File: config.mk
export PLATFORM = sky130hd
export DESIGN_NAME = regfile_wport_ctrl
export DESIGN_NICKNAME = d
export VERILOG_FILES = /design/src/rtl/regfile_wport_ctrl.sv
export SDC_FILE = /design/constraint.sdc
export NUM_CORES = 1
export LEC_CHECK = 0
export CAP_MARGIN = 15
export CORE_ASPECT_RATIO = 1.2
export CORE_MARGIN = 3
export CORE_UTILIZATION = 32
export CTS_BUF_LIST = sky130_fd_sc_hd__clkbuf_8 sky130_fd_sc_hd__clkbuf_16
export CTS_CLUSTER_DIAMETER = 150
export DETAILED_ROUTE_END_ITERATION = 12
export PLACE_DENSITY = 0.89
export SETUP_SLACK_MARGIN = 0.3
export SLEW_MARGIN = 20
export SYNTH_ARGS = -nofsm -noshare
export SYNTH_HDL_FRONTEND = slang
export SYNTH_HIERARCHICAL = 1
export SYNTH_SLANG_ARGS = --single-unit
File: constraint.sdc
create_clock -name clk -period 4.7 [get_ports clk]
set_clock_uncertainty 0.15 [all_clocks]
set_input_delay 0.94 -clock clk [delete_from_list [all_inputs] [get_ports clk]]
set_output_delay 0.94 -clock clk [all_outputs]
set_load 0.005 [all_outputs]
File: src/rtl/regfile_wport_ctrl.sv
// RegFile write-port owner: post-reset clear sweep of x1..x(REG_COUNT-1), then
// WB-priority sharing with a valid/ready debug requester plus a starvation guard.

module regfile_wport_ctrl #(
    parameter int REG_IDX_WIDTH = 5,
    parameter int WORD_LEN      = 32,
    parameter int REG_COUNT     = 32,
    parameter int MAX_WAIT      = 8
) (
    input  logic                     clk,
    input  logic                     rst,
    input  logic                     wb_we,
    input  logic [REG_IDX_WIDTH-1:0] wb_waddr,
    input  logic [WORD_LEN-1:0]      wb_wdata,
    output logic                     wb_stall,
    input  logic                     dbg_valid,
    output logic                     dbg_ready,
    input  logic [REG_IDX_WIDTH-1:0] dbg_waddr,
    input  logic [WORD_LEN-1:0]      dbg_wdata,
    output logic                     rf_we,
    output logic [REG_IDX_WIDTH-1:0] rf_waddr,
    output logic [WORD_LEN-1:0]      rf_wdata,
    output logic                     init_done
);

    localparam int WAIT_W = $clog2(MAX_WAIT + 1);
    localparam logic [REG_IDX_WIDTH-1:0] IDX_ZERO  = {REG_IDX_WIDTH{1'b0}};
    localparam logic [REG_IDX_WIDTH-1:0] IDX_ONE   = REG_IDX_WIDTH'(1);
    localparam logic [REG_IDX_WIDTH-1:0] LAST_IDX  = REG_IDX_WIDTH'(REG_COUNT - 1);
    localparam logic [WORD_LEN-1:0]      WORD_ZERO = {WORD_LEN{1'b0}};
    localparam logic [WAIT_W-1:0]        WAIT_ZERO = {WAIT_W{1'b0}};
    localparam logic [WAIT_W-1:0]        WAIT_ONE  = WAIT_W'(1);
    localparam logic [WAIT_W-1:0]        WAIT_MAX  = WAIT_W'(MAX_WAIT);

    typedef enum logic [1:0] {
        ST_CLEAR = 2'd0,
        ST_RUN   = 2'd1,
        ST_FORCE = 2'd2
    } state_t;

    state_t                   state_r;
    state_t                   state_nxt_s;
    logic [REG_IDX_WIDTH-1:0] clr_cnt_r;
    logic [REG_IDX_WIDTH-1:0] clr_cnt_nxt_s;
    logic [WAIT_W-1:0]        wait_cnt_r;
    logic [WAIT_W-1:0]        wait_cnt_nxt_s;
    logic                     init_done_r;
    logic                     init_done_nxt_s;
    logic                     wb_req_s;
    logic                     rf_we_s;
    logic [REG_IDX_WIDTH-1:0] rf_waddr_s;
    logic [WORD_LEN-1:0]      rf_wdata_s;
    logic                     dbg_ready_s;
    logic                     wb_stall_s;

    // A WB write aimed at x0 is treated as no request at all
    assign wb_req_s = wb_we && (wb_waddr != IDX_ZERO);

    // Port mux: sweep, WB-priority run, or the one-cycle forced debug slot
    always_comb begin
        rf_we_s     = 1'b0;
        rf_waddr_s  = IDX_ZERO;
        rf_wdata_s  = WORD_ZERO;
        dbg_ready_s = 1'b0;
        wb_stall_s  = 1'b1;
        case (state_r)
            ST_CLEAR: begin
                rf_we_s    = 1'b1;
                rf_waddr_s = clr_cnt_r;
                rf_wdata_s = WORD_ZERO;
                wb_stall_s = 1'b1;
            end
            ST_RUN: begin
                wb_stall_s = 1'b0;
                if (wb_req_s) begin
                    rf_we_s    = 1'b1;
                    rf_waddr_s = wb_waddr;
                    rf_wdata_s = wb_wdata;
                end else if (dbg_valid) begin
                    dbg_ready_s = 1'b1;
                    rf_we_s     = (dbg_waddr != IDX_ZERO);
                    rf_waddr_s  = dbg_waddr;
                    rf_wdata_s  = dbg_wdata;
                end else begin
                    rf_we_s = 1'b0;
                end
            end
            ST_FORCE: begin
                wb_stall_s  = 1'b1;
                dbg_ready_s = dbg_valid;
                rf_we_s     = dbg_valid && (dbg_waddr != IDX_ZERO);
                rf_waddr_s  = dbg_waddr;
                rf_wdata_s  = dbg_wdata;
            end
            default: begin
                rf_we_s    = 1'b0;
                wb_stall_s = 1'b1;
            end
        endcase
    end

    // Debug wait counter; saturates so a long wait during the sweep cannot wrap
    always_comb begin
        wait_cnt_nxt_s = WAIT_ZERO;
        if (state_r == ST_FORCE) begin
            wait_cnt_nxt_s = WAIT_ZERO;
        end else if (dbg_valid && !dbg_ready_s) begin
            if (wait_cnt_r == WAIT_MAX) begin
                wait_cnt_nxt_s = wait_cnt_r;
            end else begin
                wait_cnt_nxt_s = wait_cnt_r + WAIT_ONE;
            end
        end else begin
            wait_cnt_nxt_s = WAIT_ZERO;
        end
    end

    // Next-state logic; FORCE is entered as the wait count reaches MAX_WAIT
    always_comb begin
        state_nxt_s     = state_r;
        clr_cnt_nxt_s   = clr_cnt_r;
        init_done_nxt_s = init_done_r;
        case (state_r)
            ST_CLEAR: begin
                clr_cnt_nxt_s = clr_cnt_r + IDX_ONE;
                if (clr_cnt_r == LAST_IDX) begin
                    state_nxt_s     = ST_RUN;
                    init_done_nxt_s = 1'b1;
                end else begin
                    state_nxt_s = ST_CLEAR;
                end
            end
            ST_RUN: begin
                if (wait_cnt_nxt_s == WAIT_MAX) begin
                    state_nxt_s = ST_FORCE;
                end else begin
                    state_nxt_s = ST_RUN;
                end
            end
            ST_FORCE: begin
                state_nxt_s = ST_RUN;
            end
            default: begin
                state_nxt_s = ST_CLEAR;
            end
        endcase
    end

    // State registers with synchronous reset restarting the sweep at x1
    always_ff @(posedge clk) begin
        if (rst) begin
            state_r     <= ST_CLEAR;
            clr_cnt_r   <= IDX_ONE;
            wait_cnt_r  <= WAIT_ZERO;
            init_done_r <= 1'b0;
        end else begin
            state_r     <= state_nxt_s;
            clr_cnt_r   <= clr_cnt_nxt_s;
            wait_cnt_r  <= wait_cnt_nxt_s;
            init_done_r <= init_done_nxt_s;
        end
    end

    // Reset must also silence the port within the reset cycle itself
    assign rf_we     = rf_we_s & ~rst;
    assign dbg_ready = dbg_ready_s & ~rst;
    assign wb_stall  = wb_stall_s | rst;
    assign rf_waddr  = rf_waddr_s;
    assign rf_wdata  = rf_wdata_s;
    assign init_done = init_done_r;

    regfile_wport_ctrl_chk #(
        .REG_IDX_WIDTH(REG_IDX_WIDTH)
    ) u_chk (
        .clk       (clk),
        .rst       (rst),
        .rf_we     (rf_we),
        .rf_waddr  (rf_waddr),
        .dbg_valid (dbg_valid),
        .dbg_ready (dbg_ready)
    );

endmodule

// Protocol properties of the write port, kept apart from the datapath.
module regfile_wport_ctrl_chk #(
    parameter int REG_IDX_WIDTH = 5
) (
    input logic                     clk,
    input logic                     rst,
    input logic                     rf_we,
    input logic [REG_IDX_WIDTH-1:0] rf_waddr,
    input logic                     dbg_valid,
    input logic                     dbg_ready
);

    // x0 is hardwired; a write strobe must never target it
    a_no_x0_write: assert property (@(posedge clk) disable iff (rst)
        !(rf_we && (rf_waddr == {REG_IDX_WIDTH{1'b0}})));

    // Ready is only ever offered to a live request
    a_ready_needs_valid: assert property (@(posedge clk) disable iff (rst)
        !(dbg_ready && !dbg_valid));

endmodule

==> flow_summary_export.csv, run 1 <==
group,metric,value,unit
outcome,status,"finished clean",
setup_path,cp.arrival,2.95,ns
power_and_ir_drop,power.leakage,0.9137,nW
logic_synthesis,synth_enable_flop_cells,0,
finish,nFillCells,287,
power_and_ir_drop,p_total,300.6,uW
sta,tightest_slew,0.5159,ns
setup_path,crit_chain,"clkdlybuf4s50_1 > and2_4 > a21boi_1 > and2_1 > buf_4 > a22o_1 > clkdlybuf4s50_1",
clock_network,clkSinkCount,12,
floorplanning,dieHeight,72.66,um
finish,final_nets,343,
setup_path,worstSetupStartpointType,"input pin",
route,wl,4.774,mm
placement,gp_congestion,0.8588,
sta,setup_violations,0,
global_route,antenna_found_initial,0,
setup_path,critPathSlowestCell,"clkdlybuf4s50_1",
route,wire_per_inst,16.35,um
sta,slew_headroom,65.61,%
logic_synthesis,synth.cell_area,1185,sq um
logic_synthesis,async_reset_ff_share,0,%
run,max_cap_viol_count,0,
sta,tns,0,ns
clock_network,clk_latency,0.24,ns
logic_synthesis,synth_area_per_cell,8.286,sq um
power_and_ir_drop,power_density,126.1,nW/um^2
route,drtAntennaViolNets,0,
setup_path,worst_path_largest_cell_delay,0.51,ns
clock_network,cts_hold_buf,0,
setup_path,required,3.61,ns
finish,diodes,0,
logic_synthesis,yosysWarnings,6,
setup_path,crit_top_cell,"clkdlybuf4s50_1",
global_route,grt_pass1_wl,6.686,mm
sta,drv_slew,0,
hold_path,hold_path.class,"reg2reg",
floorplanning,rows,23,
sta,hold_slack,0.3388,ns
clock_network,tritoncts,"done",
route,vias,1558,
sta,rsz0062_at_grt,"false",
clock_network,postCtsSetupRepairBufs,0,
setup_path,r2r_slack,2.97,ns
floorplanning,dieArea,4472,sq um
route,viasPerCell,5.336,
global_route,grt_pass1_vias,1411,
logic_synthesis,synth_cell_types,37,
power_and_ir_drop,peakVddDrop,0.1799,mV
logic_synthesis,synth_nets,229,
logic_synthesis,synthCells,143,
route,drc,0,
clock_network,root_buffer,"clkbuf_8",
logic_synthesis,synth-seq-cells,12,
sta,fin_crit,4.043,ns
floorplanning,pin_count,119,
global_route,track_usage,19.57,%
hold_path,hold_path_startpoint,"init_done",
setup_path,crit_type,"in2out",
clock_network,postCtsResizedCells,0,
clock_network,clkTransAtPathRegs,0.05,ns
finish,final_cell_mix,"clkdlybuf4s50_1, a22o_1, dfxtp_1",
finish,fin_util,69.06,%
floorplanning,die_x,61.55,um
placement,place_hpwl,4.020,mm
setup_path,crit_fanout,32,
floorplanning,core_area,3453,sq um
logic_synthesis,synth_seq_area_share,20.27,%
route,drt_pass1_iterations,4,
floorplanning,start_util,34.31,%
global_route,grt_max_degree,33,
sta,fin_crit_sh,86.02,%
finish,syn2layout_area_growth,101.3,%
setup_path,path_delay_family,"buffers and inverters",
clock_network,cts.path.max_buffers,2,
global_route,overflow,0,
placement,port_buffers,118,
setup_path,critPathLaunch,"wb_we",
route,dr.first_iter.drc_count,54,
finish,layout_commonest_cell,"clkdlybuf4s50_1",
setup_path,endpoint_kind,"output port",
setup_path,r2r_start,"wait_cnt_r[0]",
logic_synthesis,synth_ff_type,"dfxtp_1",
clock_network,cts-buffers-inserted,3,
clock_network,htreeDepth,1,
finish,drive_gt1_share,3.137,%
setup_path,timing.critical_path.buf_inv,3,
sta,finalHoldViolations,0,
sta,fmax,247.3,MHz
[layer usage]
| metal | global-route usage [%] | part of all wire, % | vias to the layer above |
|---|---|---|---|
| li1 | - | - | 769 |
| met1 | 20.82 | 36 | 697 |
| met2 | 34.46 | 49 | 81 |
| met3 | 6.903 | 13 | 11 |
| met4 | 7.075 | 2.2 | 0 |
| met5 | 0 | 0 | - |
[stage by stage]
step                std cells  instance area (sq um)  setup slack (ns)
floorplan                 143                   1185             1.737
detailed placement        289                   2344            0.6217
global route              292                   2385            0.5471
finish                    292                   2385            0.6568
CTS                       292                   2385            0.6211
global placement          289                   2344            0.6361
[cell families (layout without fill, tap and decap cells)]
family,count (synthesis),after routing,share of synthesized area (%)
mux,2,2,1.690
fa+ha+maj,8,8,8.448
simple gates,40,40,18.48
flops,12,12,20.27
buf+inv,18,130,9.292
xor+xnor,4,4,2.957
compound gates,59,59,38.86
[layout make-up]
type	count	area, sq um	area share (%)
Sequential cell	12	240.2	10.07
Timing Repair Buffer	120	1196	50.16
Inverter	7	26.28	1.102
Tap cell	37	46.29	1.941
Multi-Input combinational cell	113	834.6	34.99
Clock buffer	3	41.29	1.731
[registers in the layout (all words and copies together), names as in the netlist]
signal      count
init_done       1
clr_cnt_r       5
wait_cnt_r      4
state_r         2
[final timing paths]
path / end / cells past startpoint
worst max register to register: state_r[1] / 6
worst max-delay path: rf_wdata[21] / 7
worst min-delay path: init_done / 2
worst min register to register: init_done / 2
[power breakdown]
group	switching (mW)	total, mW	leakage (nW)	internal (mW)
Combinational	0.0249	0.0980	0.794	0.0731
Sequential	0.00509	0.111	0.0978	0.106
Clock	0.0350	0.0912	0.0216	0.0562
[cells in the mapped netlist (3+ instances only)]
cell	instances	share of area (%)
a31oi_1	4	2.1
dfxtp_1	12	20
buf_4	3	1.9
nand3_1	3	1.3
a22oi_1	5	3.2
xor2_1	3	2.2
nand2b_1	10	5.3
inv_1	7	2.2
a22o_1	32	24
buf_6	4	3.8
ha_1	8	8.4
a21oi_1	5	2.1
o22ai_1	5	2.6
nor2_1	11	3.5
nand2_1	4	1.3
[tightest hold or removal path: stages (launching register included)]
cell     delay, ns
dfxtp_1       0.33
a21oi_1       0.05
nor2_1        0.07
Power figures use the tool's default switching activity.
==> inputs of run 2 (changes only) <==
clock period = 5.2 ns   (was 4.7 ns; I/O delays follow)
==> flow_summary_export.csv, run 2 (synthesis gave the netlist of run 1 again) <==
group,metric,value,unit
sta,tns,0,ns
hold_path,whs_path_depth,2,
global_route,grt_pass1_wl,6.630,mm
global_route,antenna_found_initial,0,
global_route,grt_pass1_vias,1375,
finish,nFillCells,287,
sta,slew_headroom,65.12,%
finish,drive_gt1_share,3.137,%
route,drt_pass1_iterations,4,
setup_path,worstSetupStartpointType,"input pin",
setup_path,required,4.01,ns
power_and_ir_drop,peakVddDrop,0.1765,mV
clock_network,clkTransAtPathRegs,0.05,ns
route,wire_per_inst,16.46,um
power_and_ir_drop,power.leakage,0.9137,nW
route,drtAntennaViolNets,0,
clock_network,cts_hold_buf,0,
sta,layout_setup_ws,0.9154,ns
setup_path,r2r_start,"wait_cnt_r[0]",
floorplanning,start_util,34.31,%
sta,setup_violations,0,
sta,drv_slew,0,
clock_network,clk_latency,0.24,ns
setup_path,crit_type,"in2out",
clock_network,tritoncts,"done",
clock_network,cts.path.max_buffers,2,
floorplanning,die_x,61.55,um
clock_network,htreeDepth,1,
hold_path,worstHoldEndpoint,"init_done",
sta,fin_crit_sh,82.40,%
placement,gp_congestion,0.8510,
setup_path,endpoint_kind,"output port",
route,drc,0,
finish,final_nets,343,
finish,diodes,0,
finish,layout_commonest_cell,"clkdlybuf4s50_1",
power_and_ir_drop,p_total,274.6,uW
sta,fin_crit,4.285,ns
clock_network,cts-buffers-inserted,3,
clock_network,postCtsResizedCells,0,
placement,port_buffers,118,
hold_path,hold_path.class,"reg2reg",
route,wl,4.805,mm
power_and_ir_drop,power_density,115.2,nW/um^2
floorplanning,core_area,3453,sq um
route,viasPerCell,5.318,
setup_path,r2r_slack,3.46,ns
finish,top_regs,"clr_cnt_r (5), wait_cnt_r (4), state_r (2)",
global_route,overflow,0,
floorplanning,dieHeight,72.66,um
floorplanning,dieArea,4472,sq um
finish,largest-register,"clr_cnt_r",
clock_network,root_buffer,"clkbuf_8",
floorplanning,rows,23,
finish,final_cell_mix,"clkdlybuf4s50_1, a22o_1, dfxtp_1",
setup_path,crit_fanout,32,
floorplanning,pin_count,119,
sta,tightest_slew,0.5232,ns
sta,fmax,233.4,MHz
clock_network,clkSinkCount,12,
sta,rsz0062_at_grt,"false",
outcome,status,"finished clean",
route,vias,1553,
global_route,grt_max_degree,33,
global_route,track_usage,19.78,%
finish,syn2layout_area_growth,101.3,%
finish,fin_util,69.06,%
hold_path,hold_path_startpoint,"init_done",
setup_path,r2r.worst_path.cells,6,
run,max_cap_viol_count,0,
setup_path,timing.rr.end,"state_r[1]",
sta,finalHoldViolations,0,
placement,place_ws,0.9223,ns
placement,place_hpwl,3.964,mm
setup_path,cp.arrival,3.09,ns
clock_network,postCtsSetupRepairBufs,0,
route,dr.first_iter.drc_count,91,
finish,largest_reg_flops,5,
-- run 2: cell type report --
type | instances | area (sq um) | share of cell area (%)
multi-input cells | 113 | 834.6 | 34.99
repair buffers | 120 | 1196 | 50.16
flip-flops and latches | 12 | 240.2 | 10.07
clock buffers | 3 | 41.29 | 1.731
well taps | 37 | 46.29 | 1.941
inverters | 7 | 26.28 | 1.102
-- run 2: critical path, stage by stage --
cell,delay [ns]
clkdlybuf4s50_1,0.48
and2_4,0.17
a21boi_1,0.21
and2_1,0.15
buf_4,0.30
a22o_1,0.22
clkdlybuf4s50_1,0.52
-- run 2: worst max path at each step --
stage	endpoint	startpoint	cells after the start	slack, ns
global placement	rf_wdata[21]	wb_we	7	0.94
detailed placement	rf_wdata[21]	wb_we	7	0.92
CTS	rf_wdata[21]	wb_we	7	0.92
global route	rf_wdata[0]	wb_we	7	0.86
finish	rf_wdata[21]	wb_we	7	0.92
floorplan	rf_wdata[0]	wb_waddr[4]	6	2.04
-- run 2: metal layers --
layer  track usage [%]  vias to the layer above  part of all wire (%)
li1                  -                      768                     -
met2             33.41                       81                    47
met4             10.14                        0                   3.5
met5                 0                        -                     0
met1             19.87                      689                    36
met3             8.850                       15                    13
-- run 2: per-stage QoR --
step / instances / hold WS [ns] / cell area, sq um
floorplan: 143 / 0.3104 / 1185
global placement: 289 / 0.3085 / 2344
detailed placement: 289 / 0.3198 / 2344
CTS: 292 / 0.3362 / 2385
global route: 292 / 0.3970 / 2385
finish: 292 / 0.3275 / 2385
-- run 2: where the power goes --
part           internal [mW]  switching [mW]
registers             0.0960         0.00466
clock network         0.0511          0.0346
logic                 0.0659          0.0223
